### config.mk
export PLATFORM = sky130hd
export DESIGN_NAME = game_sequencer
export DESIGN_NICKNAME = d
export VERILOG_FILES = /design/src/rtl/game_sequencer.sv
export SDC_FILE = /design/constraint.sdc
export NUM_CORES = 1
export LEC_CHECK = 0
export ABC_AREA = 1
export BUFFER_PORTS_ARGS = -buffer_cell sky130_fd_sc_hd__buf_2
export CAP_MARGIN = 20
export CORE_MARGIN = 1
export CORE_UTILIZATION = 30
export CTS_CLUSTER_SIZE = 24
export DETAILED_ROUTE_END_ITERATION = 12
export PLACE_DENSITY = 0.51
export SLEW_MARGIN = 20
export SYNTH_ARGS = -nofsm -noshare
export SYNTH_HDL_FRONTEND = slang
export SYNTH_SLANG_ARGS = --single-unit
### constraint.sdc
create_clock -name clk -period 2 [get_ports clk]
set_input_delay 0.2 -clock clk [delete_from_list [all_inputs] [get_ports clk]]
set_output_delay 0.2 -clock clk [all_outputs]
set_load 0.01 [all_outputs]
### src/rtl/game_sequencer.sv
// Round controller for the whack-a-mole game: idle -> countdown -> play -> over,
// with millisecond/second timing, difficulty-paced mole spawns and miss tracking.
module game_sequencer #(
  parameter int MS_DIV      = 50000,
  parameter int COUNTDOWN_S = 3,
  parameter int ROUND_S     = 30,
  parameter int SPAWN_MS_L0 = 1000,
  parameter int SPAWN_MS_L1 = 600,
  parameter int SPAWN_MS_L2 = 350,
  parameter int MAX_MISSES  = 5
) (
  input  logic       clk,
  input  logic       rst,
  input  logic       start,
  input  logic [1:0] level_in,
  input  logic       hit,
  input  logic       miss,
  output logic       spawn_req,
  output logic [1:0] level_out,
  output logic [1:0] phase,
  output logic [6:0] seconds,
  output logic [2:0] misses,
  output logic       clear_score,
  output logic       game_over
);

  typedef enum logic [1:0] {
    S_IDLE      = 2'd0,
    S_COUNTDOWN = 2'd1,
    S_PLAY      = 2'd2,
    S_OVER      = 2'd3
  } state_t;

  localparam int MS_W = $clog2(MS_DIV);
  localparam logic [MS_W-1:0] MS_LAST = MS_W'(MS_DIV - 1);
  localparam logic [15:0] SPAWN_LAST_L0 = 16'(SPAWN_MS_L0 - 1);
  localparam logic [15:0] SPAWN_LAST_L1 = 16'(SPAWN_MS_L1 - 1);
  localparam logic [15:0] SPAWN_LAST_L2 = 16'(SPAWN_MS_L2 - 1);

  state_t          state_q, state_d;
  logic [MS_W-1:0] ms_cnt_q, ms_cnt_d;
  logic [9:0]      sub_cnt_q, sub_cnt_d;
  logic [15:0]     spawn_cnt_q, spawn_cnt_d;
  logic [6:0]      seconds_q, seconds_d;
  logic [2:0]      misses_q, misses_d;
  logic [1:0]      level_q, level_d;
  logic            spawn_req_q, spawn_req_d;
  logic            clear_q, clear_d;
  logic            game_over_q, game_over_d;

  logic            ms_tick;
  logic            sec_tick;
  logic            spawn_due;
  logic            end_game;
  logic [15:0]     spawn_last;
  logic [2:0]      miss_inc;

  // hit only matters to the score path; sequencing never looks at it.
  logic unused_hit;
  assign unused_hit = hit;

  always_comb begin
    ms_tick   = ((state_q == S_COUNTDOWN) || (state_q == S_PLAY)) && (ms_cnt_q == MS_LAST);
    sec_tick  = ms_tick && (sub_cnt_q == 10'd999);
    case (level_q)
      2'd0:    spawn_last = SPAWN_LAST_L0;
      2'd1:    spawn_last = SPAWN_LAST_L1;
      default: spawn_last = SPAWN_LAST_L2;
    endcase
    spawn_due = ms_tick && (spawn_cnt_q == spawn_last);
    miss_inc  = (misses_q == 3'd7) ? 3'd7 : misses_q + 3'd1;

    state_d     = state_q;
    ms_cnt_d    = ms_tick ? '0 : ms_cnt_q + MS_W'(1);
    sub_cnt_d   = ms_tick ? ((sub_cnt_q == 10'd999) ? 10'd0 : sub_cnt_q + 10'd1) : sub_cnt_q;
    spawn_cnt_d = spawn_cnt_q;
    seconds_d   = seconds_q;
    misses_d    = misses_q;
    level_d     = level_q;
    spawn_req_d = 1'b0;
    clear_d     = 1'b0;
    end_game    = 1'b0;

    case (state_q)
      S_IDLE, S_OVER: begin
        ms_cnt_d  = '0;
        sub_cnt_d = '0;
        if (start) begin
          state_d   = S_COUNTDOWN;
          seconds_d = 7'(COUNTDOWN_S);
          misses_d  = 3'd0;
          level_d   = (level_in == 2'b11) ? 2'b10 : level_in;
          clear_d   = 1'b1;
        end
      end
      S_COUNTDOWN: begin
        if (sec_tick) begin
          if (seconds_q == 7'd1) begin
            state_d     = S_PLAY;
            seconds_d   = 7'(ROUND_S);
            spawn_cnt_d = 16'd0;
            spawn_req_d = 1'b1;
          end else begin
            seconds_d = seconds_q - 7'd1;
          end
        end
      end
      S_PLAY: begin
        if (ms_tick) begin
          spawn_cnt_d = spawn_due ? 16'd0 : spawn_cnt_q + 16'd1;
          spawn_req_d = spawn_due;
        end
        if (sec_tick) begin
          seconds_d = seconds_q - 7'd1;
          if (seconds_q == 7'd1) end_game = 1'b1;
        end
        if (miss) begin
          misses_d = miss_inc;
          if (miss_inc == 3'(MAX_MISSES)) end_game = 1'b1;
        end
        // Timeout and final miss share one transition; a spawn due now is dropped.
        if (end_game) begin
          state_d     = S_OVER;
          spawn_req_d = 1'b0;
        end
      end
      default: state_d = S_IDLE;
    endcase

    if (state_d != state_q) begin
      ms_cnt_d  = '0;
      sub_cnt_d = '0;
    end
    game_over_d = (state_d == S_OVER);
  end

  always_ff @(posedge clk or negedge rst) begin
    if (!rst) begin
      state_q     <= S_IDLE;
      ms_cnt_q    <= '0;
      sub_cnt_q   <= '0;
      spawn_cnt_q <= '0;
      seconds_q   <= '0;
      misses_q    <= '0;
      level_q     <= '0;
      spawn_req_q <= 1'b0;
      clear_q     <= 1'b0;
      game_over_q <= 1'b0;
    end else begin
      state_q     <= state_d;
      ms_cnt_q    <= ms_cnt_d;
      sub_cnt_q   <= sub_cnt_d;
      spawn_cnt_q <= spawn_cnt_d;
      seconds_q   <= seconds_d;
      misses_q    <= misses_d;
      level_q     <= level_d;
      spawn_req_q <= spawn_req_d;
      clear_q     <= clear_d;
      game_over_q <= game_over_d;
    end
  end

  assign phase       = state_q;
  assign spawn_req   = spawn_req_q;
  assign level_out   = level_q;
  assign seconds     = seconds_q;
  assign misses      = misses_q;
  assign clear_score = clear_q;
  assign game_over   = game_over_q;

endmodule
# Yosys cells after proc, flatten, opt, wreduce, memory -nomap -nowiden
# Cells that the tools add are included.
[totals]
ff_bits = 59
out_inout_bits = 17
elab_cells = 86
[classes]
addsub = 5
eq_ne = 19
n_mux = 38
n_reduce_logical = 14
[op_table]
columns = ["cell", "n"]
rows = [
  ["16-bit 2-to-1 mux", 7],
  ["10-bit 2-to-1 mux", 4],
  ["16-bit by 1-bit adder with 16-bit output (second input constant)", 2],
  ["16-bit one-hot mux with 2 select lines", 1],
  ["7-bit 2-to-1 mux", 4],
  ["7-bit one-hot mux with 3 select lines", 1],
  ["10-bit one-hot mux with 2 select lines", 1],
  ["16-bit == test", 1],
  ["16-bit == test (second input constant)", 1],
  ["10-bit by 1-bit adder with 10-bit output (second input constant)", 1],
  ["10-bit == test (second input constant)", 1],
  ["2-bit 2-to-1 mux", 5],
  ["2-bit != test (second input constant)", 5],
  ["1-bit 2-to-1 mux", 9],
  ["3-bit 2-to-1 mux", 3],
  ["2-bit == test (second input constant)", 4],
  ["7-bit by 1-bit == test with 1-bit output (second input constant)", 1],
  ["7-bit by 1-bit subtractor with 7-bit output (second input constant)", 1],
  ["3-bit == test (second input constant)", 2],
  ["2-bit one-hot mux with 3 select lines", 1],
  ["3-bit one-hot mux with 2 select lines", 1],
  ["3-bit AND reduction", 2],
  ["2-bit by 1-bit == test with 1-bit output (second input constant)", 2],
  ["2-bit zero test", 2],
  ["other kinds (11)", 14],
]

# Longest topological paths before layout
[logic_depth]
depth_word = 12
depth_mapped = 16
depth_no_buf = 15

# Worst setup path before layout
# No wires, ideal clock.
[synth_timing]
kind = "register to register"
startpoint = "reg state_q[0], in the netlist phase[0]"
endpoint = "reg ms_cnt_q[9]"
setup_time_ps = 135
arrival_time_ps = 2065
required_ps = 1865
setup_slack_ps = -201
stages_incl_launch_ff = 14
path_buffers = 1
synth_period_minus_slack_ps = 2201
path_cell_list = "dfrtp_1 inv_1 ha_1 nor2_1 nand3_2 nor2_4 nand4_4 nand3_1 nand2_2 nand2_2 nand3_4 nand2_8 buf_6 nor3_2"
[synth_between]
elab_chain_len = 12
[synth_rtl]
columns = ["element", "line", "source"]
rows = [
  ["start: declaration", "40", "state_t state_q, state_d;"],
  ["start signal: assignment", "150", "state_q <= state_d;"],
  ["2-bit by 1-bit == test with 1-bit output or 2-bit == test (tied branches)", "63, 84", ""],
  ["1-bit logical OR", "63", "ms_tick = ((state_q == S_COUNTDOWN) || (state_q == S_PLAY)) && (ms_cnt_q == MS_LAST);"],
  ["1-bit logical AND", "63", ""],
  ["1-bit logical AND", "64", "sec_tick = ms_tick && (sub_cnt_q == 10'd999);"],
  ["1-bit 2-to-1 mux", "n/a", ""],
  ["1-bit 2-to-1 mux", "119", "if (miss_inc == 3'(MAX_MISSES)) end_game = 1'b1;"],
  ["1-bit 2-to-1 mux", "117", "if (miss) begin"],
  ["1-bit 2-to-1 mux", "84", "case (state_q)"],
  ["2-bit 2-to-1 mux", "122", "if (end_game) begin"],
  ["2-bit one-hot mux with 3 select lines", "84", ""],
  ["2-bit != test", "130", "if (state_d != state_q) begin"],
  ["16-bit 2-to-1 mux (*)", "130", ""],
  ["net ms_cnt_d[9]", "41", "logic [MS_W-1:0] ms_cnt_q, ms_cnt_d;"],
  ["end signal: assignment", "151", "ms_cnt_q <= ms_cnt_d;"],
  ["end: declaration", "41", ""],
]
# The timed path passes the listed nets; every way through them passes the cells marked *. The select of a mux whose other input is x is not followed.
# A chain may end at the register's enable or synchronous reset.

# Worst setup path after layout
[layout_timing]
startpoint = "reg state_q[0], in the netlist phase[0]"
endpoint = "reg sub_cnt_q[7]"
[layout_between]
elab_chain_len = 12
[layout_rtl]
columns = ["element", "line", "source"]
rows = [
  ["2-bit by 1-bit == test with 1-bit output or 2-bit == test (tied branches)", "63, 84", ""],
  ["1-bit logical OR", "63", ""],
  ["1-bit logical AND", "63", ""],
  ["1-bit logical AND", "64", ""],
  ["1-bit 2-to-1 mux", "n/a", ""],
  ["1-bit 2-to-1 mux", "119", ""],
  ["1-bit 2-to-1 mux", "117", ""],
  ["1-bit 2-to-1 mux", "84", ""],
  ["2-bit 2-to-1 mux", "122", ""],
  ["2-bit one-hot mux with 3 select lines", "84", ""],
  ["2-bit != test", "130", ""],
  ["3-bit nonzero test (no line) or 10-bit 2-to-1 mux (tied branches)", "n/a", ""],
  ["end signal: assignment", "152", "sub_cnt_q <= sub_cnt_d;"],
  ["end: declaration", "42", "logic [9:0] sub_cnt_q, sub_cnt_d;"],
]
# Parallel ways exist; a longest one is shown, timed or not. The select of a mux whose other input is x is not followed.

==> impl_metrics.env <==
export IMPL_hold_viol_final=0
export IMPL_die_area_mm2=0.0136
export IMPL_irDropWorstVdd_uv=555
export IMPL_grt_overflow=0
export IMPL_grt_pass1_wl_um=18100
export IMPL_maxSlewHeadroom_pct=68.8
export IMPL_m1WireLength_um=5310
export IMPL_fin_ws_ns=-0.103
export IMPL_slowest_stage="dfrtp_2"
export IMPL_cpLargestDelayFamily="simple AND/OR/NAND/NOR gates"
export IMPL_clock_sinks=59
export IMPL_grt_max_degree=28
export IMPL_synth_cells=521
export IMPL_syn_area_mm2=0.00394
export IMPL_max_freq_ghz=0.476
export IMPL_clock_latency_ns=0.34
export IMPL_timing_final_crit_share_pct=105
export IMPL_drc=0
export IMPL_crit_type="register to register"
export IMPL_worst_pin_slew_ns=0.464
export IMPL_place_congestion=0.896
export IMPL_critPathCaptureType="register"
export IMPL_synth_cell_types=43
export IMPL_n_antenna_cell=0
export IMPL_yosysSeqAreaShare_pct=37.5
export IMPL_initial_utilization_pct=30.9
export IMPL_wl_met3_um=390
export IMPL_path_clk_slew_ns=0.06
export IMPL_leakage_nw=2.45
export IMPL_wl_per_cell_um=14.2
export IMPL_period_minus_slack_ns=2.10
export IMPL_cap_violations=0
export IMPL_die_h_um=117
export IMPL_io_buffers=22
export IMPL_antenna_found_initial=0
export IMPL_synth_flop_cell="dfrtp_1"
export IMPL_hpwlAfterDp_um=7900
export IMPL_power_mw=8.09
export IMPL_multi_input_comb_area_mm2=0.00238
export IMPL_crit_chain="inv_4, ha_4, nor2_4, nand3_2, nor2_4, nand4_4, a21oi_4, nand3_2, nand2_4, inv_8, clkbuf_16, nand4_1, nand2_1"
export IMPL_crit_arrival_ns=2.32
export IMPL_drv_slew=0
export IMPL_finalNonFillerCells=798
export IMPL_area_growth_pct=39.6
export IMPL_root_buffer="clkbuf_16"
export IMPL_drt_iter0_drc=257
export IMPL_cts_buffers=9
export IMPL_synth_avg_cell_area_um2=7.56
export IMPL_ys_ff_latch=59
export IMPL_powerDensity_mw_per_mm2=1470
export IMPL_regArea_mm2=0.00148
export IMPL_rsz0062_at_grt="yes"
export IMPL_antenna_left=0
export IMPL_skew_ns=0.00903
export IMPL_worstPathBufferInverterCount=3
export IMPL_track_usage_pct=17.4
export IMPL_top_layer="met4"
export IMPL_die_x_um=117
export IMPL_cp_start_kind="register"
export IMPL_io_pins=24
export IMPL_setup_viol=32
export IMPL_violations="negative setup slack"
export IMPL_drive_gt1_share_pct=32.1
export IMPL_ys_warn_count=0
export IMPL_drt_wl_total_um=11300
export IMPL_outcome="complete, but fails checks"
export IMPL_grt_pass1_vias=3734
export IMPL_cts_tree="built"
export IMPL_num_rows=41
export IMPL_vias=3880
export IMPL_fin_nets=637
export IMPL_syn_nets=537
export IMPL_synth_edf_count=0
export IMPL_htree_levels=3
export IMPL_dp_cells=769
export IMPL_async_reset_ff_share_pct=100
export IMPL_hp_class="primary input to register"
export IMPL_clockBufferDepth=2
export IMPL_crit_path_max_fanout=8
export IMPL_first_pass_iters=4
export IMPL_max_stage_delay_ns=0.42
export IMPL_cp_required_ns=2.22
export IMPL_core_region_area_mm2=0.0127
export IMPL_viasPerCell=4.86
export IMPL_wl_met2_um=5430
export IMPL_n_fill_cell=1312
## where the power goes
part,total [mW],leakage (nW),switching (mW),internal [mW]
Sequential,1.51,0.802,0.138,1.37
Combinational,4.86,1.48,2.98,1.88
Clock,1.72,0.165,0.568,1.15
## kinds of logic (layout without fill, tap and decap cells)
logic type	Yosys count	after routing	share of synthesized area, %
buf+inv	87	189	9.12
fa+ha+maj	9	9	2.86
xor+xnor	23	23	5.12
compound gates	54	54	7.95
simple gates	289	292	37.4
flops	59	59	37.5
## worst min-delay path, stage by stage
cell and delay, ns:
buf_2 0.08, nand2_1 0.04, o21ai_0 0.05
## cell usage after synthesis (all sizes together) (4+ instances only)
master,instances,area share [%]
nand2,97,10
xor2,18,4.0
ha,9,2.9
o21ai,29,3.7
a21oi,16,2.5
nor3,30,4.2
o31ai,4,0.76
nor4,12,1.9
clkbuf,5,0.48
nand3,41,5.9
nor2,66,7.4
xnor2,5,1.1
nand4,34,6.3
buf,6,1.2
inv,73,7.2
dfrtp,59,38
## metrics by stage
stage	worst slack, ns	utilization [%]	TNS (ns)	cell area, um^2	hold WS (ns)
floorplan	0.0149	-	0	3960	-0.0956
global placement	-0.0795	37.1	-1.74	4720	0.183
detailed placement	-0.105	37.1	-2.47	4720	0.188
CTS	-0.0260	40.4	-0.205	5130	0.0622
global route	-0.208	43.2	-6.29	5500	0.0962
finish	-0.103	43.2	-2.45	5500	0.0733
## worst paths after layout
path	end	start	cells after the start	slack, ns
setup / recovery	sub_cnt_q[7]$_DFFE_PN0P_	phase[0]$_DFF_PN0_	13	-0.10
min in group asynchronous	seconds[5]$_DFFE_PN0P_	rst	2	0.36
setup reg to reg	sub_cnt_q[7]$_DFFE_PN0P_	phase[0]$_DFF_PN0_	13	-0.10
max in group asynchronous	sub_cnt_q[7]$_DFFE_PN0P_	rst	3	1.02
hold reg to reg	sub_cnt_q[7]$_DFFE_PN0P_	sub_cnt_q[7]$_DFFE_PN0P_	2	0.55
hold / removal	level_out[0]$_DFFE_PN0P_	level_in[0]	3	0.07
## cell usage in the layout (no fill, tap or decap), types with 5 or more instances in the layout
cell and instances:
a21oi_1 11, buf_2 22, buf_4 64, clkbuf_16 12
dfrtp_1 58, ha_1 7, inv_1 63, inv_2 7
nand2_1 85, nand2_2 8, nand3_1 31, nand3_2 9
nand4_1 31, nor2_1 46, nor2_2 16, nor3_1 16
nor3_2 9, nor3_4 5, nor4_1 12, o21ai_0 21
o21ai_1 6, xnor2_1 5, xor2_1 18
## state kept, by name, summed over array words and instances, names as in the netlist, 2 cells and up
signal,flops
ms_cnt_q,16
phase,2
spawn_cnt_q,16
sub_cnt_q,10
misses,3
level_out,2
seconds,7
## layer usage
layer / up-vias / track usage, %
met5: - / 0
met4: 0 / 5.99
met3: 18 / 4.72
met2: 72 / 28.4
met1: 1847 / 22.2
li1: 1943 / -
## final cells by class
class	count	area share, %
clock inverters	5	1.37
multi-input cells	378	43.4
well taps	172	3.92
clock buffers	11	4.60
repair buffers	97	14.4
flip-flops and latches	59	26.9
inverters	76	5.49
## repair_timing
item / 4_1_cts / 5_1_grt
pin swaps: 2 / 15
gates resized for setup: 15 / 55
hold buffers: 1 / 0
gates cloned: 1 / 5
hold endpoints to repair: 16 / 0
buffers inserted: 1 / 5
setup endpoints to repair: 36 / 49
Note: power is estimated with default switching activity, not from simulation.
